## src/rtl/seq_detect_param.sv

```systemverilog
// seq_detect_param: parametrised serial pattern detector.
// Shifts one bit of seq into a history register per enabled clock and pulses
// flag for one cycle when the last N valid bits equal PATTERN (MSB first).
// Overlapping or non-overlapping matching is chosen at run time by overlap.
// Build option: define SEQ_DETECT_HITCNT_EN to build the saturating hit
// counter; without it hit_cnt is tied to zero and the port is kept.
//
// The design has no state machine. Its only sequencing state is fill, which
// counts the valid bits in hist from 0 up to N.
module seq_detect_param #(
    parameter int            N       = 5,
    parameter logic [N-1:0]  PATTERN = 5'b10010,
    parameter int            CNT_W   = 8
) (
    input  logic             clk,
    input  logic             reset,
    input  logic             en,
    input  logic             seq,
    input  logic             overlap,
    input  logic             clr,
    output logic             flag,
    output logic [CNT_W-1:0] hit_cnt
);

    localparam int FILL_W = $clog2(N + 1);
    localparam logic [FILL_W-1:0] FILL_FULL = FILL_W'(N);

    logic [N-1:0]      hist_q, hist_d;
    logic [FILL_W-1:0] fill_q, fill_d;
    logic              flag_q, flag_d;

    logic [N-1:0]      nh;
    logic [FILL_W-1:0] nf;
    logic              match;

    // Candidate history and fill after taking in the current bit.
    always_comb begin
        nh    = {hist_q[N-2:0], seq};
        nf    = (fill_q == FILL_FULL) ? FILL_FULL : fill_q + FILL_W'(1);
        match = (nf == FILL_FULL) && (nh == PATTERN);
    end

    // Next-state for history, fill and flag: clr beats en, en beats hold.
    always_comb begin
        hist_d = hist_q;
        fill_d = fill_q;
        flag_d = 1'b0;
        if (clr) begin
            hist_d = '0;
            fill_d = '0;
        end else if (en) begin
            hist_d = nh;
            flag_d = match;
            // Non-overlapping: a hit consumes the history, so the next hit
            // needs N fresh bits.
            fill_d = (match && !overlap) ? '0 : nf;
        end
    end

    // History, fill and flag registers.
    always_ff @(posedge clk or negedge reset) begin
        if (!reset) begin
            hist_q <= '0;
            fill_q <= '0;
            flag_q <= 1'b0;
        end else begin
            hist_q <= hist_d;
            fill_q <= fill_d;
            flag_q <= flag_d;
        end
    end

    assign flag = flag_q;

`ifdef SEQ_DETECT_HITCNT_EN
    logic [CNT_W-1:0] hit_q, hit_d;
    logic             hit_inc;

    assign hit_inc = !clr && en && match;

    // Saturating hit counter; it stops at all-ones and does not wrap.
    always_comb begin
        hit_d = hit_q;
        if (clr) begin
            hit_d = '0;
        end else if (hit_inc && (hit_q != '1)) begin
            hit_d = hit_q + CNT_W'(1);
        end
    end

    // Hit counter register.
    always_ff @(posedge clk or negedge reset) begin
        if (!reset) begin
            hit_q <= '0;
        end else begin
            hit_q <= hit_d;
        end
    end

    assign hit_cnt = hit_q;
`else
    assign hit_cnt = '0;
`endif

endmodule

```

## config.mk

```make
export PLATFORM = sky130hd
export DESIGN_NAME = seq_detect_param
export DESIGN_NICKNAME = d
export VERILOG_FILES = /design/src/rtl/seq_detect_param.sv
export SDC_FILE = /design/constraint.sdc
export NUM_CORES = 1
export LEC_CHECK = 0
export CAP_MARGIN = 10
export CORE_AREA = 3 3 40 42
export CTS_CLUSTER_DIAMETER = 40
export CTS_CLUSTER_SIZE = 30
export DETAILED_ROUTE_END_ITERATION = 8
export DIE_AREA = 0 0 43 45
export GPL_TIMING_DRIVEN = 0
export PLACE_DENSITY_LB_ADDON = 0.12
export RECOVER_POWER = 25
export SETUP_SLACK_MARGIN = 0.4
export SLEW_MARGIN = 20
export SYNTH_ARGS = -nofsm -noshare
export SYNTH_HDL_FRONTEND = slang
export SYNTH_SLANG_ARGS = --single-unit
```

## constraint.sdc

```tcl
create_clock -name clk -period 1.4 [get_ports clk]
set_input_delay 0.21 -clock clk [delete_from_list [all_inputs] [get_ports clk]]
set_output_delay 0.21 -clock clk [all_outputs]
set_load 0.05 [all_outputs]
```

-- Word level (Yosys, flattened, before mapping)
Index checks and enable logic that the tools add are counted.
W data, S select, Z words.
- add/sub/neg operators: 1
- equality and inequality tests: 3
- muxes and demuxes: 8
- reduce and logical (&&, ||, !) cells: 4
- operators by type and width (kind ; number):
    $mux W3 ; 4
    $mux W4 ; 2
    $eq A3 B3 Y1 const B ; 2
    $eq A5 B5 Y1 const B ; 1
    $add A3 B1 Y3 const B ; 1
    $logic_and A1 B1 Y1 ; 2
    $mux W1 ; 2
    $reduce_bool A2 Y1 ; 1
    $logic_not A1 Y1 ; 1
- register bits: 8
- input port bits: 6
- output and inout bits: 9
- logic and storage cells: 19

-- Depth between registers and ports, before layout
Gate-level depths: netlist of run 1.
- word-level depth: 8
- depth in mapped cells: 4

-- Least setup slack after synthesis of run 1
OpenSTA, ideal clock, no wires.
- path kind: register to register
- start point: register hist_q[2]
- end point: register fill_q[0]
- setup time: 0.124 ns
- arrival: 1.422 ns
- data required time: 1.276 ns
- setup slack: -0.146 ns
- cell stages (with the launch flop): 4
- buffers on the path: 0
- period minus slack after synthesis: 1.546 ns
- cells stage by stage: dfrtp_1 > or4b_1 > or3_1 > o31a_1
- longest elaborated chain between the ends: 6
- RTL lines (element ; RTL line ; source):
    start: declaration ; 28 ; logic [N-1:0] hist_q, hist_d;
    start signal: assignment ; 67 ; hist_q <= hist_d;
    $eq A5 B5 Y1 ; 40 ; match = (nf == FILL_FULL) && (nh == PATTERN);
    $logic_and A1 B1 Y1 ; 40 ;
    $logic_and A1 B1 Y1 ; 56 ; fill_d = (match && !overlap) ? '0 : nf;
    $mux W3 ; 56 ;
    $mux W3 ; 51 ; end else if (en) begin
    $mux W3 ; 48 ; if (clr) begin
    end signal: assignment ; 68 ; fill_q <= fill_d;
    end: declaration ; 29 ; logic [FILL_W-1:0] fill_q, fill_d;
Every way passes these cells. The select of a mux whose other input is x is not followed.
A chain may end at the register's enable or synchronous reset.

-- Worst setup path after layout of run 1
Ends and elaborated chain as after synthesis.

==> flow_summary.toml, run 1 <==
[route]
vias = 340
wl_per_cell_um = 10.3
drt_iter0_markers = 7
wl_met1_um = 339
routed_wl_um = 807
ant_nets = 0
wl_met2_um = 385
first_pass_iters = 2
dr_wl_met3_um = 61
topRoutingLayerUsed = "met4"
viasPerCell = 4.36
route.detailed.drc = 0

[placed_design]
port_buffers = 4
dp_slack_ns = -0.468
dp.cells = 72
gp_congestion = 0.685

[floorplanning]
io_pins = 15
fp.dieH_um = 45
rows = 13
core_area_um2 = 1280
chipWidth_um = 43
initial_core_util_pct = 35.3
fp.dieArea_um2 = 1940

[worst_setup_path]
cp_max_fo = 2
crit_required_ns = 1.54
critPathKind = "register to register"
cp-start-kind = "register"
crit_arrival_ns = 1.71
endpoint_kind = "register"
rr_worst_depth = 3

[cells_and_area]
syn2layout_area_growth_pct = 33.1
diodes = 0
drive_above_1_share_pct = 30.2
final_net_count = 71
stdcell_count = 78
fillers = 129
fin_util_pct = 47.0

[clock_network]
cts_tree = "done"
cts_root_buf = "clkbuf_4"
hold_buffers = 0
clkLatencyLatePin_ns = 0.25
cts-htree-levels = 1
cts_buffers = 3
cts_buffer_depth = 2
clkTransAtPathRegs_ns = 0.05
cts.sinks = 8

[timing]
fin_ws_ns = -0.168
max_freq_ghz = 0.638
clock_skew_ns = 0.00249
rsz0062_at_grt = "true"
final-hold-violation-count = 0
period_needed_ns = 1.57
setup_viol = 2
min_period_over_period_pct = 112
drv_slew = 0

[run]
maxCapViolCount = 0

[global_routing]
overflow = 0
grt_antenna_before_repair = 0
grt_max_degree = 10
grt_pass1_vias = 303
grt_use_total_pct = 9.82
grt_pass1_wl_mm = 1.37

[synth]
yosysWarnings = 0
ys_seq_elements = 8
ys_types = 20
synthCells = 46
synth.avg_cell_area_um2 = 9.87
yosysSeqAreaShare_pct = 44.1
netlist_area_um2 = 454

[power]
power_density_nw_per_um2 = 893
vdd_drop_max_uv = 586
p_leak_nw = 0.301
p_total_mw = 0.540

[run_status]
violations = "setup timing"
outcome = "finished with violations"

[worst_hold_path]
hold_path_class = "input pin to asynchronous set/reset pin"
==> state kept, by name, summed over array words and instances (netlist names) <==
| signal | flops |
|---|---|
| hist_q | 4 |
| fill_q | 3 |
| flag | 1 |
==> final timing paths <==
| check | end | slack, ns | from |
|---|---|---|---|
| worst max-delay path | fill_q[0] | -0.17 | hist_q[2] |
| worst min-delay path | hist_q[1] | 0.30 | reset |
| worst max register to register | fill_q[0] | -0.17 | hist_q[2] |
| worst min register to register | hist_q[3] | 0.54 | hist_q[3] |
| max in group asynchronous | hist_q[2] | 0.83 | reset |
| min in group clk | hist_q[0] | 0.32 | clr |
==> layer usage <==
layer,GRT usage [%],up-vias
li1,-,177
met1,12.1,151
met2,14.1,10
met3,2.39,2
met4,9.04,0
met5,0,-
==> cell usage after synthesis <==
cell / instances / area share [%]
clkbuf_1: 2 / 1.7
a21boi_0: 1 / 1.7
or4b_1: 1 / 2.2
mux2i_1: 5 / 11
nor2_1: 6 / 5.0
nand2b_1: 3 / 4.1
o32ai_1: 1 / 1.9
and3b_1: 1 / 1.9
o21bai_1: 1 / 1.7
or3_1: 1 / 1.4
nor3_1: 1 / 1.1
o21ai_0: 1 / 1.1
dfrtp_1: 8 / 44
nand2_1: 1 / 0.83
conb_1: 1 / 0.83
and2b_1: 1 / 1.7
o31a_1: 1 / 1.9
buf_4: 8 / 13
a31oi_1: 1 / 1.4
nor4_1: 1 / 1.4
==> cells in the final DEF, fill, tap and decap left out, drive strengths merged <==
cell / synthesis / layout
clkdlybuf4s50: 0 / 1
o31a: 1 / 1
o21ai: 1 / 1
or3: 1 / 1
nand2: 1 / 1
or4b: 1 / 1
o32ai: 1 / 1
nor2: 6 / 6
buf: 8 / 12
and3b: 1 / 1
conb: 1 / 8
dfrtp: 8 / 8
dlygate4sd3: 0 / 1
nor3: 1 / 1
nand2b: 3 / 3
clkbuf: 2 / 5
dlygate4sd2: 0 / 1
nor4: 1 / 1
a31oi: 1 / 1
and2b: 1 / 1
o21bai: 1 / 1
a21boi: 1 / 1
mux2i: 5 / 5
==> per-stage QoR <==
stage | area, um^2 | setup TNS, ns | hold WS, ns
after global routing | 604 | -0.419 | 0.307
after CTS | 597 | -0.344 | 0.246
after global placement | 539 | -1.02 | 0.516
final | 604 | -0.286 | 0.302
after detailed placement | 539 | -1.04 | 0.518
after floorplan | 480 | -0.146 | -0.0856
==> area by class of cell <==
cell class	count	area [um^2]	area share, %
repair buffers	7	62.6	10.4
flip-flops and latches	8	200	33.1
well taps	15	18.8	3.11
plain buffers	10	67.6	11.2
clock buffers	3	22.5	3.73
multi-input cells	35	233	38.5
==> kinds of logic after synthesis <==
logic type             count (synthesis)  share of synthesized area, %
AOI/OAI and AO/OA                      6                          9.64
other                                  1                         0.826
muxes                                  5                          11.0
DFF                                    8                          44.1
and+or+nand+nor                       16                          19.6
buffers and inverters                 10                          14.9
==> worst max-delay path: stages (launching register included) <==
cell     delay, ns
dfrtp_1       0.37
or4b_4        0.51
or3_4         0.34
o31a_1        0.24
==> where the power goes <==
| part | internal, mW | switching [mW] | total [mW] | leakage (nW) |
|---|---|---|---|---|
| Combinational | 0.0409 | 0.0746 | 0.115 | 0.178 |
| Clock | 0.0981 | 0.0787 | 0.177 | 0.0138 |
| Sequential | 0.239 | 0.00806 | 0.247 | 0.109 |
==> timing repair <==
action,CTS,global route
gates resized for setup,12,0
pin swaps,3,3
setup endpoints to repair,4,4
gates cloned,0,0
setup buffers,2,1
Note: power is estimated with default switching activity, not from simulation.
==> run 2: changes to the inputs <==
- ABC_AREA: unset -> 1
==> run 2 against run 1 <==
Effect of this change:
- the run now ends clean
- maximum frequency up 54%
- die area unchanged
- clock skew up 0.0062 ns
- synthesized cell count up 24%
- final area down 2.3%
- critical path type unchanged
- largest cell class is now sequential cells
- highest routed layer unchanged
==> flow_summary.toml, run 2 <==
[run_status]
outcome = "finished, final reports clean"

[placed_design]
dp_slack_ns = 0.0971
port_buffers = 6
gp_congestion = 0.694
dpl.hpwl_um = 595
dp.cells = 85

[clock_network]
cts-htree-levels = 1
clkTransAtPathRegs_ns = 0.06
cts.sinks = 8
cts_buffer_depth = 2
cts_root_buf = "clkbuf_4"
hold_buffers = 0
cts_tree = "done"
clkLatencyLatePin_ns = 0.26
cts_buffers = 3

[worst_setup_path]
crit_arrival_ns = 1.18
cp_max_fo = 4
critPathKind = "register to register"
r2r-start = "fill_q[0]"
crit_required_ns = 1.56
cp-start-kind = "register"
cp-startpoint = "fill_q[0]"
max_stage_delay_ns = 0.40
path_cells = "nand2_2 -> nand2_2 -> nand2_2 -> nor2_4 -> nand3_2 -> nand2_1 -> nand2_1"
cp_slowest_cell = "dfrtp_1"
path_common_cell = "nand2_2"
endpoint_kind = "register"

[synth]
async_reset_ff_share_pct = 100
ys_seq_elements = 8
yosys.area.top_type = "dfrtp_1"
yosys-top-cells-area = "dfrtp_1, buf_4, nand2_1"
ys_types = 15
synthCells = 57
yosysWarnings = 0
yosysSeqAreaShare_pct = 43.6
synth_commonest_cells = "nand2_1, buf_4, dfrtp_1, inv_2"
synth_edf_count = 0
ys.flop_type = "dfrtp_1"
yosysTopAreaCellShare_pct = 43.6
netlist_area_um2 = 459
synth.avg_cell_area_um2 = 8.06
yosysMostFrequentCell = "nand2_1"

[power]
switching_share_pct = 31.7
clockPowerShare_pct = 33.6
p_leak_nw = 0.299
seqPwrFrac_pct = 44.5
p_sw_mw = 0.176
vdd_drop_max_uv = 418
p_int_mw = 0.378
power_density_nw_per_um2 = 938
p_comb_share_pct = 22.0

[floorplanning]
fp.dieH_um = 45
chipWidth_um = 43
initial_core_util_pct = 35.7
io_pins = 15
rows = 13
fp.dieArea_um2 = 1940
core_area_um2 = 1280

[cells_and_area]
final_net_count = 81
top_register = "hist_q"
stdcell_count = 88
final_common_cell = "nand2_1"
drive_above_1_share_pct = 37.0
syn2layout_area_growth_pct = 28.6
largest_register_ffs = 4
diodes = 0
fin_util_pct = 46.0
final_cell_mix = "nand2_1, buf_4, conb_1, dfrtp_1, inv_2"

[global_routing]
grt_pass1_vias = 300
grt_use_total_pct = 9.33
grt_max_degree = 9
grt_antenna_before_repair = 0
grt_pass1_wl_mm = 1.20
overflow = 0

[timing]
drv_slew = 0
final-hold-violation-count = 0
period_needed_ns = 1.02
clock_skew_ns = 0.00868
rsz0062_at_grt = "true"
fin_tns_setup_ns = 0
fin_ws_ns = 0.379
max_freq_ghz = 0.980
min_period_over_period_pct = 72.9
setup_viol = 0

[route]
routed_wl_um = 767
route.detailed.drc = 0
wl_per_cell_um = 8.72
drt_iter0_markers = 8
first_pass_iters = 4
viasPerCell = 4.00
vias = 352
ant_nets = 0

[worst_hold_path]
hold_path_class = "input pin to asynchronous set/reset pin"

[run]
maxCapViolCount = 0
-- run 2: worst paths after layout --
check / endpoint / slack [ns] / cells after the start
setup / recovery: fill_q[0] / 0.38 / 7
hold / removal: flag / 0.29 / 1
max in group asynchronous: hist_q[0] / 0.83 / 1
hold reg to reg: hist_q[3] / 0.50 / 2
setup reg to reg: fill_q[0] / 0.38 / 7
min in group clk: hist_q[3] / 0.50 / 2
-- run 2: power groups by stage --
stage	sequential, mW	clock, mW	combinational [mW]
2_1_floorplan	0.249	0	0.0970
3_3_place_gp	0.250	0	0.121
3_5_place_dp	0.250	0	0.121
4_1_cts	0.246	0.195	0.121
5_1_grt	0.247	0.205	0.131
6_report	0.246	0.186	0.122
-- run 2: area by class of cell --
type | instances | area (um^2)
plain buffers | 8 | 60.1
clock buffers | 3 | 22.5
fillers | 123 | 694
inverters | 10 | 37.5
multi-input cells | 38 | 190
flip-flops and latches | 8 | 200
well taps | 15 | 18.8
repair buffers | 6 | 61.3
-- run 2: kinds of logic after synthesis --
group	synth area share, %
DFF	43.6
buffers and inverters	21.3
AOI/OAI and AO/OA	6.27
other	0.817
and+or+nand+nor	28.1
-- run 2: routing by layer --
| metal | GRT usage, % | routed length, um |
|---|---|---|
| met2 | 12.9 | 323 |
| met3 | 1.20 | 46 |
| met1 | 10.1 | 346 |
| met4 | 14.5 | 50 |
| met5 | 0 | 0 |
-- run 2: worst max-delay path: cells and delay by family (launching register included) --
kind	cells	cell delay, ns
flip-flops	1	0.40
AND/OR/NAND/NOR	7	0.51
-- run 2: repair_timing --
item                                    4_1_cts  5_1_grt
buffers inserted                              0        0
gates resized for setup                       7        1
endpoints found under the hold margin         0        0
pin swaps                                     1        2
endpoints found under the setup margin        3        9
-- run 2: through the flow --
step                      hold WS [ns]  instance area (um^2)  power [mW]
final                            0.293                   591       0.554
after global routing             0.329                   591       0.583
after CTS                        0.234                   588       0.562
after detailed placement         0.495                   564       0.371
after global placement           0.487                   564       0.372
after floorplan                -0.0856                   485       0.346
==> run 3: changes to the inputs <==
- clock period: 1.4 -> 1.05 ns (I/O delays scaled with it)
==> run 3 against run 2 <==
Effect of this change:
- core utilization up 3.0 points
- sequential share of layout area down 1.7 points
- sequential cell count unchanged
- critical path type unchanged
- critical endpoint is now fill_q[2]
- largest cell class is now multi-input gates
- largest power group unchanged
- highest routed layer unchanged
==> flow_summary.toml, run 3 (synthesized netlist as in run 2, its figures left out) <==
[global_routing]
grt_use_total_pct = 8.82
overflow = 0
grt_pass1_wl_mm = 1.21
grt_pass1_vias = 300
grt_max_degree = 9
grt_antenna_before_repair = 0

[worst_setup_path]
path_common_cell = "nand2_2"
cp-startpoint = "fill_q[0]"
rrSetupSlack_ns = 0.04
crit_required_ns = 1.19
max_stage_delay_ns = 0.41
path_cells = "nand2_2 -> nand2_2 -> nand2_2 -> nor2_4 -> nand3_2 -> nand2_2 -> nand2_1"
path_buf_inv = 0
cp_slowest_cell = "dfrtp_2"
rr_worst_depth = 7
crit_family = "simple AND/OR/NAND/NOR gates"
critPathKind = "register to register"
cp-start-kind = "register"
endpoint_kind = "register"
r2r-start = "fill_q[0]"
cp.depth = 7
cp_max_fo = 4
crit_arrival_ns = 1.15

[power]
p_int_mw = 0.520
power_density_nw_per_um2 = 1190
vdd_drop_max_uv = 714
p_comb_share_pct = 22.5
p_leak_nw = 0.308
seqPwrFrac_pct = 44.4
p_sw_mw = 0.227
switching_share_pct = 30.3
clockPowerShare_pct = 33.1

[floorplanning]
fp.dieH_um = 45
initial_core_util_pct = 35.7
io_pins = 15
fp.dieArea_um2 = 1940
chipWidth_um = 43
core_area_um2 = 1280
rows = 13

[clock_network]
cts.sinks = 8
cts_buffer_depth = 2
cts_tree = "done"
cts-htree-levels = 1
cts_buffers = 3
clkLatencyLatePin_ns = 0.25
clkTransAtPathRegs_ns = 0.06
cts_root_buf = "clkbuf_4"

[timing]
period_needed_ns = 1.01
setup_viol = 0
drv_slew = 0
min_period_over_period_pct = 96.1
max_freq_ghz = 0.991
clock_skew_ns = 0.00674
fin_ws_ns = 0.0407
rsz0062_at_grt = "true"
final-hold-violation-count = 0

[cells_and_area]
diodes = 0
multi_input_area_um2 = 216
final_cell_mix = "buf_4, nand2_1, conb_1"
largest_register_ffs = 4
final_area_um2 = 629
syn2layout_area_growth_pct = 37.1
final_net_count = 82
stdcell_count = 90
fillers = 127
final_common_cell = "buf_4"
top_register = "hist_q"
final-seq-area_um2 = 203
drive_above_1_share_pct = 48.0

[route]
wl_per_cell_um = 7.99
viasPerCell = 3.92
vias = 353
drt_iter0_markers = 1
first_pass_iters = 4
routed_wl_um = 719
route.detailed.drc = 0
ant_nets = 0

[placed_design]
dp.cells = 85
gp_congestion = 0.717
dpl-instance-area_um2 = 566
port_buffers = 6
dpl.hpwl_um = 602
dp_slack_ns = -0.215

[worst_hold_path]
hold_path_startpoint = "en"
hold_path_class = "input pin to register"
whs_path_depth = 4

[run]
maxCapViolCount = 0

[run_status]
outcome = "finished, final reports clean"
[run 3: cell count changes in the layout (fill, tap and decap cells not counted), sizes merged]
cell	change
clkdlybuf4s15	+1
clkdlybuf4s50	-2
clkbuf	+2
buf	+1
[run 3: through the flow]
stage | power (mW) | hold WS (ns) | util [%] | TNS [ns]
CTS | 0.751 | 0.185 | 46.4 | 0
global route | 0.800 | 0.227 | 49.0 | -0.0203
finish | 0.747 | 0.220 | 49.0 | 0
detailed placement | 0.496 | 0.458 | 44.0 | -1.31
global placement | 0.495 | 0.466 | 44.0 | -1.31
floorplan | 0.462 | -0.138 | - | 0
[run 3: tightest hold or removal path: stages]
cell and delay, ns:
clkbuf_2 0.12, nor2_4 0.06, nand2_1 0.05, nand2_1 0.05
[run 3: worst paths after layout]
path                                   to
worst max-delay path            fill_q[2]
worst min-delay path            fill_q[0]
worst max register to register  fill_q[2]
worst min register to register  hist_q[3]
max in group asynchronous            flag
min in group asynchronous       hist_q[3]
[run 3: per-layer routing]
layer	track usage (%)	vias to the layer above	routed length, um
li1	-	195	-
met3	5.98	2	85
met1	10.1	143	313
met4	3.61	0	8
met5	0	-	0
met2	12.9	13	313
[run 3: final cells by class]
type	instances	share of cell area, %
clock buffers	4	4.17
plain buffers	8	9.54
multi-input cells	38	34.4
flip-flops and latches	8	32.2
well taps	15	2.98
repair buffers	7	10.7
inverters	10	5.96
[run 3: power groups by stage]
stage	clock (mW)	combinational, mW	sequential [mW]
final	0.247	0.168	0.332
after global routing	0.285	0.182	0.333
after CTS	0.258	0.164	0.329
after detailed placement	0	0.161	0.334
after floorplan	0	0.129	0.332
after global placement	0	0.161	0.334
[run 3: timing repair]
item	in CTS	in global routing
resized for setup	10	13
pin swaps	3	5
setup endpoints to repair	9	9
buffers inserted	0	1
hold buffers	0	0
gates cloned	0	0
==> edit, RTL diff (settings of run 3) <==
Add an input register stage for `seq` and `overlap`, cleared by the reset; this delays them by one clock. The other inputs are not delayed to match.
--- a/src/rtl/seq_detect_param.sv
+++ b/src/rtl/seq_detect_param.sv
@@ -25,6 +25,19 @@
     localparam int FILL_W = $clog2(N + 1);
     localparam logic [FILL_W-1:0] FILL_FULL = FILL_W'(N);
 
+    logic seq_q;
+    logic overlap_q;
+
+    always_ff @(posedge clk or negedge reset) begin
+        if (!reset) begin
+            seq_q     <= '0;
+            overlap_q <= '0;
+        end else begin
+            seq_q     <= seq;
+            overlap_q <= overlap;
+        end
+    end
+
     logic [N-1:0]      hist_q, hist_d;
     logic [FILL_W-1:0] fill_q, fill_d;
     logic              flag_q, flag_d;
@@ -35,7 +48,7 @@
 
     // Candidate history and fill after taking in the current bit.
     always_comb begin
-        nh    = {hist_q[N-2:0], seq};
+        nh    = {hist_q[N-2:0], seq_q};
         nf    = (fill_q == FILL_FULL) ? FILL_FULL : fill_q + FILL_W'(1);
         match = (nf == FILL_FULL) && (nh == PATTERN);
     end
@@ -53,7 +66,7 @@
             flag_d = match;
             // Non-overlapping: a hit consumes the history, so the next hit
             // needs N fresh bits.
-            fill_d = (match && !overlap) ? '0 : nf;
+            fill_d = (match && !overlap_q) ? '0 : nf;
         end
     end
 
Check against the original RTL: not equivalent (Yosys sat finds a counterexample within 10 cycles, from zero or initial values and one cycle with reset low).
==> edit against run 3 <==
Clock power grew 44%; wire length increased by 25%; count of clock-buffer cells in the layout did not move; register-to-register slack better by 0.05 ns; sequential cell count up 2; design area is 16% higher; synthesized area rose by 5.4%; setup slack better by 0.033 ns; total power is 26% higher; critical path type is now reg -> out; largest power group unchanged; highest routed layer unchanged.
==> edit: results (changes against run 3) <==
[logic_synthesis]
synth_top_area_frac=0.517  ; +0.0808
avgSynthCellArea_sq_um=8.07  ; +0.18%
synth_xor_xnor_area_share=0  ; unchanged
synth_compound_area_frac=0.0672  ; +0.00451
synth.distinct_cells=13  ; -2
synth.top_cells.by_area=dfrtp_1, nand2_1, buf_4
ys_seq_area_frac=0.517  ; +0.0808
netlist_top_cells_count=nand2_1, dfrtp_1, buf_4, inv_1, nor2_1

[global_routing]
use_met1=0.128  ; +0.0266
grt_pass1_wl_um=1520  ; +25%
grt_pass1_vias=358  ; +19%
groute.layer.met2.usage=0.168  ; +0.0389
grt_start_max_net_pins=11  ; +2
grt_usage=0.113  ; +0.0249

[critical_path]
cp_slowest_stage_delay_ns=0.40
cp.arrival_ns=0.82  ; -0.33 ns
cp.buffers_inverters=1  ; +1
critPathTopFamily=flip-flops
path_max_fanout=1  ; -3

[routing]
via_count=409  ; +16%
met3_length_um=76  ; -11%
drt_iter0_markers=2  ; +1
wl_per_cell_um=9.29  ; +16%
met1_length_um=347  ; +11%
drt_first_pass_iters=3  ; -1
wl_met2_um=459  ; +47%

[placed_design]
dpl_cell_area_sq_um=596  ; +5.3%
placedCellCount=88  ; +3.5%
dpl_worst_slack_ns=-0.219  ; -0.00393 ns
dpl.hpwl_um=601  ; -0.12%
gp_congestion=0.800  ; +12%

[finish]
n_antenna_cell=0  ; unchanged
n_fill_cell=122  ; -3.9%
layout.cells.non_filler=97  ; +7.8%
drive_above_1_share=0.402  ; -0.0776
nNetsFinal=89  ; +8.5%

[power]
p_int_mw=0.670  ; +29%
leakagePower_nw=0.373  ; +21%
vdd_drop_max_mv=0.684  ; -4.2%

[run_status]
outcome=finished clean

[cts]
root_buffer=clkbuf_4
clockBufferDepth=2  ; unchanged
clock_latency_ns=0.27  ; +0.02 ns

[min_path]
hold_class=in -> async

[sta]
clock_skew_ns=0.00966  ; +0.00292 ns

-- edit: cell types whose count changed in the layout (fill, tap and decap cells not counted), sizes merged, moves of 2 or more --
cell / run 3 / this run
inv: 10 / 8
nand3: 4 / 2
buf: 10 / 14
dfrtp: 8 / 10
dlygate4sd3: 1 / 3
nand2: 14 / 19
clkdlybuf4s50: 2 / 0
-- edit: layout make-up --
type | count | area [sq um] | area share
multi-input cells | 41 | 223 | 0.306
plain buffers | 8 | 60.1 | 0.0825
well taps | 15 | 18.8 | 0.0258
inverters | 8 | 30.0 | 0.0412
repair buffers | 11 | 109 | 0.149
flip-flops and latches | 10 | 251 | 0.345
clock buffers | 4 | 36.3 | 0.0498
-- edit: timing repair --
item	CTS	global route
setup buffers	4	1
gates cloned	0	0
setup endpoints to repair	9	9
pin swaps	7	4
hold buffers	0	0
gates resized for setup	19	10
-- edit: power by group through the flow --
stage	Sequential [mW]	Clock, mW	Combinational (mW)
6_report	0.414	0.355	0.170
3_5_place_dp	0.420	0	0.151
4_1_cts	0.413	0.369	0.164
2_1_floorplan	0.418	0	0.118
5_1_grt	0.415	0.388	0.185
3_3_place_gp	0.420	0	0.151
-- edit: final timing paths --
kind | cells after the start | to | from | slack, ns
max | 1 | flag | flag$_DFF_PN0_ | 0.07
min | 1 | fill_q[1]$_DFFE_PN0P_ | reset | 0.27
max reg2reg | 5 | fill_q[0]$_DFFE_PN0P_ | fill_q[2]$_DFFE_PN0P_ | 0.09
min reg2reg | 2 | hist_q[3]$_DFFE_PN0P_ | hist_q[3]$_DFFE_PN0P_ | 0.49
max in group asynchronous | 1 | flag$_DFF_PN0_ | reset | 0.43
min in group clk | 4 | hist_q[3]$_DFFE_PN0P_ | clr | 0.39
